==> config.mk <==
export PLATFORM = sky130hd
export DESIGN_NAME = hazard_scoreboard
export DESIGN_NICKNAME = d
export VERILOG_FILES = /design/src/rtl/hazard_scoreboard.sv
export SDC_FILE = /design/constraint.sdc
export NUM_CORES = 1
export LEC_CHECK = 0
export BUFFER_PORTS_ARGS = -buffer_cell sky130_fd_sc_hd__buf_2
export CAP_MARGIN = 5
export CORE_MARGIN = 2
export CORE_UTILIZATION = 58
export DETAILED_ROUTE_END_ITERATION = 12
export GPL_TIMING_DRIVEN = 0
export PLACE_DENSITY = 0.87
export REMOVE_ABC_BUFFERS = 1
export SLEW_MARGIN = 30
export SYNTH_ARGS = -nofsm -noshare
export SYNTH_HDL_FRONTEND = slang
export SYNTH_SLANG_ARGS = --single-unit
==> constraint.sdc <==
create_clock -name clk -period 4.6 [get_ports clk]
set_clock_uncertainty 0.15 [all_clocks]
set_input_delay 0.46 -clock clk [delete_from_list [all_inputs] [get_ports clk]]
set_output_delay 0.46 -clock clk [all_outputs]
set_load 0.005 [all_outputs]
==> src/rtl/hazard_scoreboard.sv <==
// Producer-side hazard scoreboard for the 5-stage RV32 pipe: load-in-EX and
// outstanding mul/div tracking, stall/bubble/flush/freeze control, stall watchdog.
module hazard_scoreboard #(
    parameter int STALL_TO = 64,
    parameter int CNT_W    = 32
) (
    input  logic             clk,
    input  logic             rstn,
    input  logic [4:0]       id_rs1_addr,
    input  logic [4:0]       id_rs2_addr,
    input  logic             id_rs1_use,
    input  logic             id_rs2_use,
    input  logic [4:0]       id_rd_addr,
    input  logic             id_RegWEn,
    input  logic             id_is_load,
    input  logic             id_is_md,
    input  logic             ex_br_taken,
    input  logic             imem_stall,
    input  logic             dmem_stall,
    input  logic             md_done,
    input  logic [4:0]       md_rd_addr,
    output logic             freeze,
    output logic             stall_if_id,
    output logic             bubble_id_ex,
    output logic             flush_if_id,
    output logic             flush_id_ex,
    output logic             md_busy,
    output logic             hazard_err,
    output logic [CNT_W-1:0] stall_cnt
);

    localparam int              WD_W    = 10;
    localparam logic [WD_W-1:0] WD_LAST = WD_W'(STALL_TO - 1);

    function automatic logic src_hit(input logic [4:0] rd,
                                     input logic [4:0] rs1, input logic use1,
                                     input logic [4:0] rs2, input logic use2);
        return (rd != 5'd0) && ((use1 && (rs1 == rd)) || (use2 && (rs2 == rd)));
    endfunction

    logic             ex_load_vld_q, ex_load_vld_d;
    logic [4:0]       ex_load_rd_q, ex_load_rd_d;
    logic             md_pend_q, md_pend_d;
    logic [4:0]       md_pend_rd_q, md_pend_rd_d;
    logic [WD_W-1:0]  wd_cnt_q, wd_cnt_d;
    logic             hazard_err_q, hazard_err_d;
    logic [CNT_W-1:0] stall_cnt_q, stall_cnt_d;

    logic load_use_s, md_raw_s, md_waw_s, md_struct_s, hz_s;
    logic frz_req_s, advance_s, hz_stall_s, md_done_hit_s;

    // Hazard detection against the load in EX and the outstanding mul/div
    always_comb begin
        load_use_s    = ex_load_vld_q &&
                        src_hit(ex_load_rd_q, id_rs1_addr, id_rs1_use, id_rs2_addr, id_rs2_use);
        md_raw_s      = md_pend_q &&
                        src_hit(md_pend_rd_q, id_rs1_addr, id_rs1_use, id_rs2_addr, id_rs2_use);
        md_waw_s      = md_pend_q && id_RegWEn && (id_rd_addr == md_pend_rd_q);
        md_struct_s   = md_pend_q && id_is_md;
        hz_s          = load_use_s || md_raw_s || md_waw_s || md_struct_s;
        frz_req_s     = imem_stall || dmem_stall;
        advance_s     = !frz_req_s && !ex_br_taken && !hz_s;
        hz_stall_s    = !frz_req_s && !ex_br_taken && hz_s;
        md_done_hit_s = md_done && md_pend_q && (md_rd_addr == md_pend_rd_q);
    end

    // Pipeline control outputs; forced low while reset is asserted
    always_comb begin
        freeze       = rstn && frz_req_s;
        flush_if_id  = rstn && !frz_req_s && ex_br_taken;
        flush_id_ex  = rstn && !frz_req_s && ex_br_taken;
        stall_if_id  = rstn && hz_stall_s;
        bubble_id_ex = rstn && hz_stall_s;
        md_busy      = md_pend_q;
        hazard_err   = hazard_err_q;
        stall_cnt    = stall_cnt_q;
    end

    // Next state of the EX-stage load tracker
    always_comb begin
        ex_load_vld_d = ex_load_vld_q;
        ex_load_rd_d  = ex_load_rd_q;
        if (frz_req_s) begin
            ex_load_vld_d = ex_load_vld_q;
        end else if (advance_s) begin
            ex_load_vld_d = id_is_load && id_RegWEn;
            ex_load_rd_d  = id_rd_addr;
        end else begin
            ex_load_vld_d = 1'b0;
        end
    end

    // Next state of the mul/div tracker; issue wins over retire, retire ignores freeze
    always_comb begin
        md_pend_d    = md_pend_q;
        md_pend_rd_d = md_pend_rd_q;
        if (advance_s && id_is_md && id_RegWEn && (id_rd_addr != 5'd0)) begin
            md_pend_d    = 1'b1;
            md_pend_rd_d = id_rd_addr;
        end else if (md_done_hit_s) begin
            md_pend_d = 1'b0;
        end else begin
            md_pend_d = md_pend_q;
        end
    end

    // Watchdog (saturating run length of consecutive stalls) and stall counter
    always_comb begin
        wd_cnt_d     = wd_cnt_q;
        hazard_err_d = hazard_err_q || (hz_stall_s && (wd_cnt_q >= WD_LAST));
        stall_cnt_d  = stall_cnt_q;
        if (frz_req_s) begin
            wd_cnt_d = wd_cnt_q;
        end else if (hz_stall_s) begin
            wd_cnt_d    = (wd_cnt_q >= WD_LAST) ? wd_cnt_q : wd_cnt_q + {{(WD_W-1){1'b0}}, 1'b1};
            stall_cnt_d = stall_cnt_q + {{(CNT_W-1){1'b0}}, 1'b1};
        end else begin
            wd_cnt_d = {WD_W{1'b0}};
        end
    end

    // State registers
    always_ff @(posedge clk or negedge rstn) begin
        if (!rstn) begin
            ex_load_vld_q <= 1'b0;
            ex_load_rd_q  <= 5'd0;
            md_pend_q     <= 1'b0;
            md_pend_rd_q  <= 5'd0;
            wd_cnt_q      <= {WD_W{1'b0}};
            hazard_err_q  <= 1'b0;
            stall_cnt_q   <= {CNT_W{1'b0}};
        end else begin
            ex_load_vld_q <= ex_load_vld_d;
            ex_load_rd_q  <= ex_load_rd_d;
            md_pend_q     <= md_pend_d;
            md_pend_rd_q  <= md_pend_rd_d;
            wd_cnt_q      <= wd_cnt_d;
            hazard_err_q  <= hazard_err_d;
            stall_cnt_q   <= stall_cnt_d;
        end
    end

endmodule

==> summary.txt, run 1 <==
status -> completed
clock sink count -> 55
switching power share of the total -> 28.96%
largest net degree at the start of global routing -> 59
Mapped Cells -> 282
P_leak -> 1.647 nW
share of cells above drive strength 1 -> 26.09%
initial antenna violation count -> 0
Worst path max stage delay -> 0.56 ns
post-synth top area cell -> dfrtp_1
power density over the cells -> 320.3 mW/mm²
cell-internal power -> 0.7909 mW
die width -> 75.91 µm
Final Non-Filler Cells -> 415
RSZ-0062 raised after global routing -> false
nets -> 377
Critical-path top delay cell -> or4_4
share of total power in the clock network -> 25.7%
Top Ports -> 70
Layout fillers -> 384
Starting Density -> 59.48%
top-count cell post-synth -> dfrtp_1
clock-pin slew on the worst setup and hold paths -> 0.10 ns
WS Path Type -> register to output pin
top cell type's share of synthesized area -> 45.89%
Hold-fix buffers, CTS -> 0
CP cell instances -> or4_4 -> nor2_2 -> nor4_1 -> o41ai_4 -> a21oi_2 -> and2_1 -> buf_2
Gate power share -> 20.1%
total power -> 1.113 mW
H-tree levels -> 2
Worst EP required -> 3.99 ns
Routed Antenna Nets -> 0
worst hold path class -> input pin to async pin
yosys warns -> 0
Routed wire per std cell -> 15.35 µm
Slew Viols, Final -> 0
post-synthesis sequential area ratio -> 45.89%
gpl congestion -> 0.8750
drt first pass iters -> 4
worst slew pin tran -> 0.8041 ns
synthesized area -> 0.002999 mm²
CTS Buffer Depth -> 2
row count -> 26
Fin. Hold Viols -> 0
root buffer cell -> clkbuf_8
Peak VDD IR -> 0.0001853 V
max cap viols -> 0
CTS tree -> built
DP HPWL -> 4.617 mm
Slew HR -> 46.36%
routed vias/inst -> 5.728
Util after Layout -> 68.93%
Place WS -> 1.489 ns
Yosys reg bits -> 55
Core Footprint -> 0.005042 mm²
Hold WS -> 0.02753 ns
Crit path max-delay family -> simple AND/OR/NAND/NOR gates
vias -> 2377
Die ar. -> 0.005762 mm²
crit path time final -> 3.414 ns
Worst setup EP type -> output pin
DRC Markers -> 0
IO buf count -> 69
Area after DPL -> 0.003376 mm²
GRT overflow -> 0
Post-CTS Resized -> 0
Iter 0 DRT Violations -> 105
worst skew pair latency -> 0.31 ns
crit-path max FO -> 16
Area Growth Syn to Fin -> 15.89%
Finish-stage setup viols -> 0
Area contributors post-synth -> dfrtp_1 46%, xnor2_1 11%, xor2_1 6.4%
Synth top cells by count -> 55 x dfrtp_1, 39 x xnor2_1, 22 x xor2_1
first-pass GRT wire length -> 10.57 mm
Num CTS Buffers -> 5
Post-synth EDFFs -> 0
Placed Cells -> 407
Worst EP arrival -> 2.80 ns
Final Cycle Share -> 74.22%
Die Span Y -> 75.91 µm
Psw -> 0.3225 mW
Post-synth ARST share -> 100.0%
Setup Fix Bufs, Post-CTS -> 0
sequential share of power -> 54.2%
f_max -> 292.9 MHz
Ant. Diodes -> 0
Setup TNS Final -> 0 ns
CP Buf/Inv Count -> 1
design area -> 0.003476 mm²
Syn Area/Cell -> 10.64 µm²
critical path startpoint category -> register
vias in the first global route -> 2285
ys flop type -> dfrtp_1
GRT Total Usage -> 22.60%
number of distinct library cells after synthesis -> 47
WL final -> 6.369 mm
fin worst setup slack -> 1.186 ns
-- layout make-up --
class	instances	area (µm²)	area share, %
repair buffers	70	362.8	10.44
multi-input cells	206	1526	43.92
clock buffers	8	100.1	2.880
well taps	70	87.58	2.520
flip-flops and latches	55	1376	39.60
inverters	6	22.52	0.6479
-- power by group through the flow --
stage	clock, mW	sequential [mW]	combinational, mW
finish	0.287	0.604	0.223
global route	0.311	0.614	0.250
detailed placement	0	0.615	0.224
CTS	0.294	0.605	0.226
global placement	0	0.611	0.210
floorplan	0	0.600	0.147
-- state kept, by name, summed over array words and instances, names as in the netlist --
register,flops
ex_load_rd_q,5
md_busy,1
md_pend_rd_q,5
stall_cnt,32
wd_cnt_q,10
hazard_err,1
ex_load_vld_q,1
-- worst paths after layout --
check	startpoint	endpoint	slack (ns)	depth (start not counted)
max	md_pend_rd_q[1]	bubble_id_ex	1.19	7
min	rstn	wd_cnt_q[3]	0.03	1
max reg2reg	md_pend_rd_q[1]	md_pend_rd_q[1]	1.48	7
min reg2reg	stall_cnt[31]	stall_cnt[31]	0.32	1
max in group asynchronous	rstn	stall_cnt[22]	3.79	1
min in group clk	id_is_load	ex_load_vld_q	0.26	2
-- worst register-to-register path, cell delays in order (launching register included) --
cell	delay (ns)
dfrtp_1	0.48
or4_4	0.57
nor2_2	0.11
nor4_1	0.09
o41ai_4	0.55
and3b_1	0.42
o2111a_4	0.31
mux2_1	0.33
-- layout by cell type (no fill, tap or decap), types with 4 or more instances in the layout --
cell type   n
a21o_1      5
a21oi_1     5
and2_1      5
and3_1     11
and4_1      4
buf_2      68
clkbuf_8    7
dfrtp_1    55
inv_1       6
mux2_1      5
mux2_2      6
nand2_1    12
nand3_1    21
nand4_1    16
nor2_1      9
nor4_1     10
or4_1       5
xnor2_1    39
xor2_1     22
-- kinds of logic after synthesis --
group,Yosys count,share of synthesized area [%]
AND/OR/NAND/NOR,105,20.15
XOR/XNOR,61,17.81
flip-flops,55,45.89
AO/OA/AOI/OAI,27,7.719
buffers and inverters,21,3.462
multiplexers,11,4.130
adder cells (fa/ha/maj),2,0.8342
-- per-layer routing --
| layer | GRT usage [%] | wire length, µm | vias up |
|---|---|---|---|
| li1 | - | - | 1130 |
| met1 | 29.47 | 2807 | 1146 |
| met2 | 37.32 | 3065 | 90 |
| met3 | 5.000 | 390 | 11 |
| met4 | 8.364 | 106 | 0 |
| met5 | 0 | 0 | - |
(Power assumes the default switching activity.)
==> run 2: changes to the inputs <==
--- a/config.mk
+++ b/config.mk
@@ -8,10 +8,10 @@
 export BUFFER_PORTS_ARGS = -buffer_cell sky130_fd_sc_hd__buf_2
 export CAP_MARGIN = 5
 export CORE_MARGIN = 2
-export CORE_UTILIZATION = 58
+export CORE_UTILIZATION = 54
 export DETAILED_ROUTE_END_ITERATION = 12
 export GPL_TIMING_DRIVEN = 0
-export PLACE_DENSITY = 0.87
+export PLACE_DENSITY = 0.82
 export REMOVE_ABC_BUFFERS = 1
 export SLEW_MARGIN = 30
 export SYNTH_ARGS = -nofsm -noshare
==> constraint.sdc (replaced) <==
create_clock -name clk -period 3.54 [get_ports clk]
set_clock_uncertainty 0.15 [all_clocks]
set_input_delay 0.354 -clock clk [delete_from_list [all_inputs] [get_ports clk]]
set_output_delay 0.354 -clock clk [all_outputs]
set_load 0.005 [all_outputs]
==> run 2 against run 1 <==
  * Flip-flop and latch count stayed put
  * Combinational power rose by 27%
  * Non-clock buffer count increased by 1
  * Global-route usage fell by 1.0 points
  * Clock-buffer cell count down 2
  * Largest cell class unchanged
  * Highest routed layer unchanged
==> summary.txt, run 2 (synthesized netlist as in run 1, its figures left out) <==
status -> completed (unchanged)
Core Footprint -> 0.005439 mm² (was 0.005042 mm²)
Finish-stage setup viols -> 0 (unchanged)
switching power share of the total -> 29.22% (was 28.96%)
Placed Cells -> 409 (was 407)
WS Path Type -> register to output pin (unchanged)
gpl congestion -> 0.8058 (was 0.8750)
CTS tree -> built (unchanged)
Iter 0 DRT Violations -> 93 (was 105)
IO buf count -> 69 (unchanged)
GRT overflow -> 0 (unchanged)
share of total power in the clock network -> 24.5% (was 25.7%)
routed vias/inst -> 5.705 (was 5.728)
worst hold path class -> input pin to register (was input pin to async pin)
Die Span Y -> 78.53 µm (was 75.91 µm)
CP cell instances -> or4_4 -> nor2_2 -> nor4_1 -> o41ai_4 -> a21oi_2 -> and2_1 -> buf_2 (unchanged)
share of cells above drive strength 1 -> 26.09% (unchanged)
die width -> 78.53 µm (was 75.91 µm)
Slew Viols, Final -> 0 (unchanged)
DRC Markers -> 0 (unchanged)
row count -> 27 (was 26)
Setup Fix Bufs, Post-CTS -> 0 (unchanged)
largest net degree at the start of global routing -> 59 (unchanged)
initial antenna violation count -> 0 (unchanged)
Worst EP required -> 3.04 ns (was 3.99 ns)
Routed wire per std cell -> 14.82 µm (was 15.35 µm)
GRT Total Usage -> 21.58% (was 22.60%)
CP Buf/Inv Count -> 1 (unchanged)
worst slew pin tran -> 0.8806 ns (was 0.8041 ns)
Area Growth Syn to Fin -> 15.89% (unchanged)
Die ar. -> 0.006166 mm² (was 0.005762 mm²)
H-tree levels -> 2 (unchanged)
critical path startpoint category -> register (unchanged)
worst skew pair latency -> 0.30 ns (was 0.31 ns)
Slew HR -> 40.75% (was 46.36%)
Worst path max stage delay -> 0.57 ns (was 0.56 ns)
DP HPWL -> 4.445 mm (was 4.617 mm)
root buffer cell -> clkbuf_8 (unchanged)
drt first pass iters -> 4 (unchanged)
Ant. Diodes -> 0 (unchanged)
clock-pin slew on the worst setup and hold paths -> 0.09 ns (was 0.10 ns)
first-pass GRT wire length -> 10.55 mm (was 10.57 mm)
most frequent cells in the layout -> 68 x buf_2, 55 x dfrtp_1, 39 x xnor2_1 (unchanged)
commonest non-fill, non-tap cell in the layout -> buf_2 (unchanged)
Routed Antenna Nets -> 0 (unchanged)
Critical-path top delay cell -> or4_4 (unchanged)
clock sink count -> 55 (unchanged)
Final Non-Filler Cells -> 417 (was 415)
Top Ports -> 70 (unchanged)
vias -> 2379 (was 2377)
Psw -> 0.4138 mW (was 0.3225 mW)
Crit path max-delay family -> simple AND/OR/NAND/NOR gates (unchanged)
max cap viols -> 0 (unchanged)
power density over the cells -> 407.4 mW/mm² (was 320.3 mW/mm²)
Peak VDD IR -> 0.0003361 V (was 0.0001853 V)
Gate power share -> 20.0% (was 20.1%)
R2R setup slack -> 0.42 ns (was 1.48 ns)
Worst setup EP type -> output pin (unchanged)
WL final -> 6.181 mm (was 6.369 mm)
Starting Density -> 55.14% (was 59.48%)
RSZ-0062 raised after global routing -> false (unchanged)
Post-CTS Resized -> 0 (unchanged)
total power -> 1.416 mW (was 1.113 mW)
vias in the first global route -> 2322 (was 2285)
sequential share of power -> 55.5% (was 54.2%)
nets -> 378 (was 377)
crit path time final -> 3.319 ns
crit-path max FO -> 16 (unchanged)
Worst EP arrival -> 2.82 ns (was 2.80 ns)
cell-internal power -> 1.002 mW (was 0.7909 mW)
CTS Buffer Depth -> 2 (unchanged)
max reg flops -> 32 (unchanged)
Setup TNS Final -> 0 ns (unchanged)
Fin. Hold Viols -> 0 (unchanged)
Layout fillers -> 437 (was 384)
Final Cycle Share -> 93.76%
P_leak -> 1.647 nW (about the same)
Num CTS Buffers -> 5 (unchanged)
Hold-fix buffers, CTS -> 1 (was 0)
f_max -> 301.3 MHz
run 2: worst reg2reg max path, cell delays in order (launching register included):
cell and delay (ns):
dfrtp_1 0.48, or4_4 0.57, nor2_2 0.11, nor4_1 0.09
o41ai_4 0.55, and3b_1 0.43, o2111a_4 0.31, mux2_1 0.33
run 2: metrics by stage:
| stage | hold WS (ns) | cell area (µm²) | util, % | setup slack, ns |
|---|---|---|---|---|
| after detailed placement | 0.2972 | 3378 | 62.11 | 0.4185 |
| after global placement | 0.2925 | 3353 | 61.65 | 0.09149 |
| after CTS | 0.1529 | 3476 | 63.91 | 0.1837 |
| final | 0.1627 | 3476 | 63.91 | 0.2208 |
| after global routing | 0.1561 | 3476 | 63.91 | 0.008427 |
| after floorplan | -0.09159 | 2918 | - | 0.6558 |
run 2: area by class of cell:
cell class / count / area (µm²) / share of cell area, %
multi-input cells: 206 / 1526 / 43.92
inverters: 6 / 22.52 / 0.6479
clock inverters: 1 / 5.005 / 0.1440
clock buffers: 6 / 82.58 / 2.376
well taps: 72 / 90.09 / 2.592
repair buffers: 71 / 372.9 / 10.73
flip-flops and latches: 55 / 1376 / 39.60
run 2: power groups by stage:
stage	logic, mW	registers (mW)	clock network, mW
3_3_place_gp	0.274	0.795	0
3_5_place_dp	0.287	0.799	0
6_report	0.283	0.786	0.347
5_1_grt	0.320	0.800	0.388
2_1_floorplan	0.191	0.780	0
4_1_cts	0.288	0.786	0.360
run 2: worst paths after layout:
path	start	endpoint	depth (start not counted)
worst max-delay path	md_pend_rd_q[1]	bubble_id_ex	7
worst min-delay path	id_is_load	ex_load_vld_q	2
worst max register to register	md_pend_rd_q[1]	md_pend_rd_q[2]	7
worst min register to register	hazard_err	hazard_err	1
max in group asynchronous	rstn	md_pend_rd_q[0]	2
min in group asynchronous	rstn	stall_cnt[29]	2
run 2: per-layer routing:
metal	wire [µm]	global-route usage, %	vias to the layer above
met5	0	0	-
met4	80	7.719	0
met3	362	4.483	5
met2	2915	34.44	76
met1	2823	29.22	1168
li1	-	-	1130
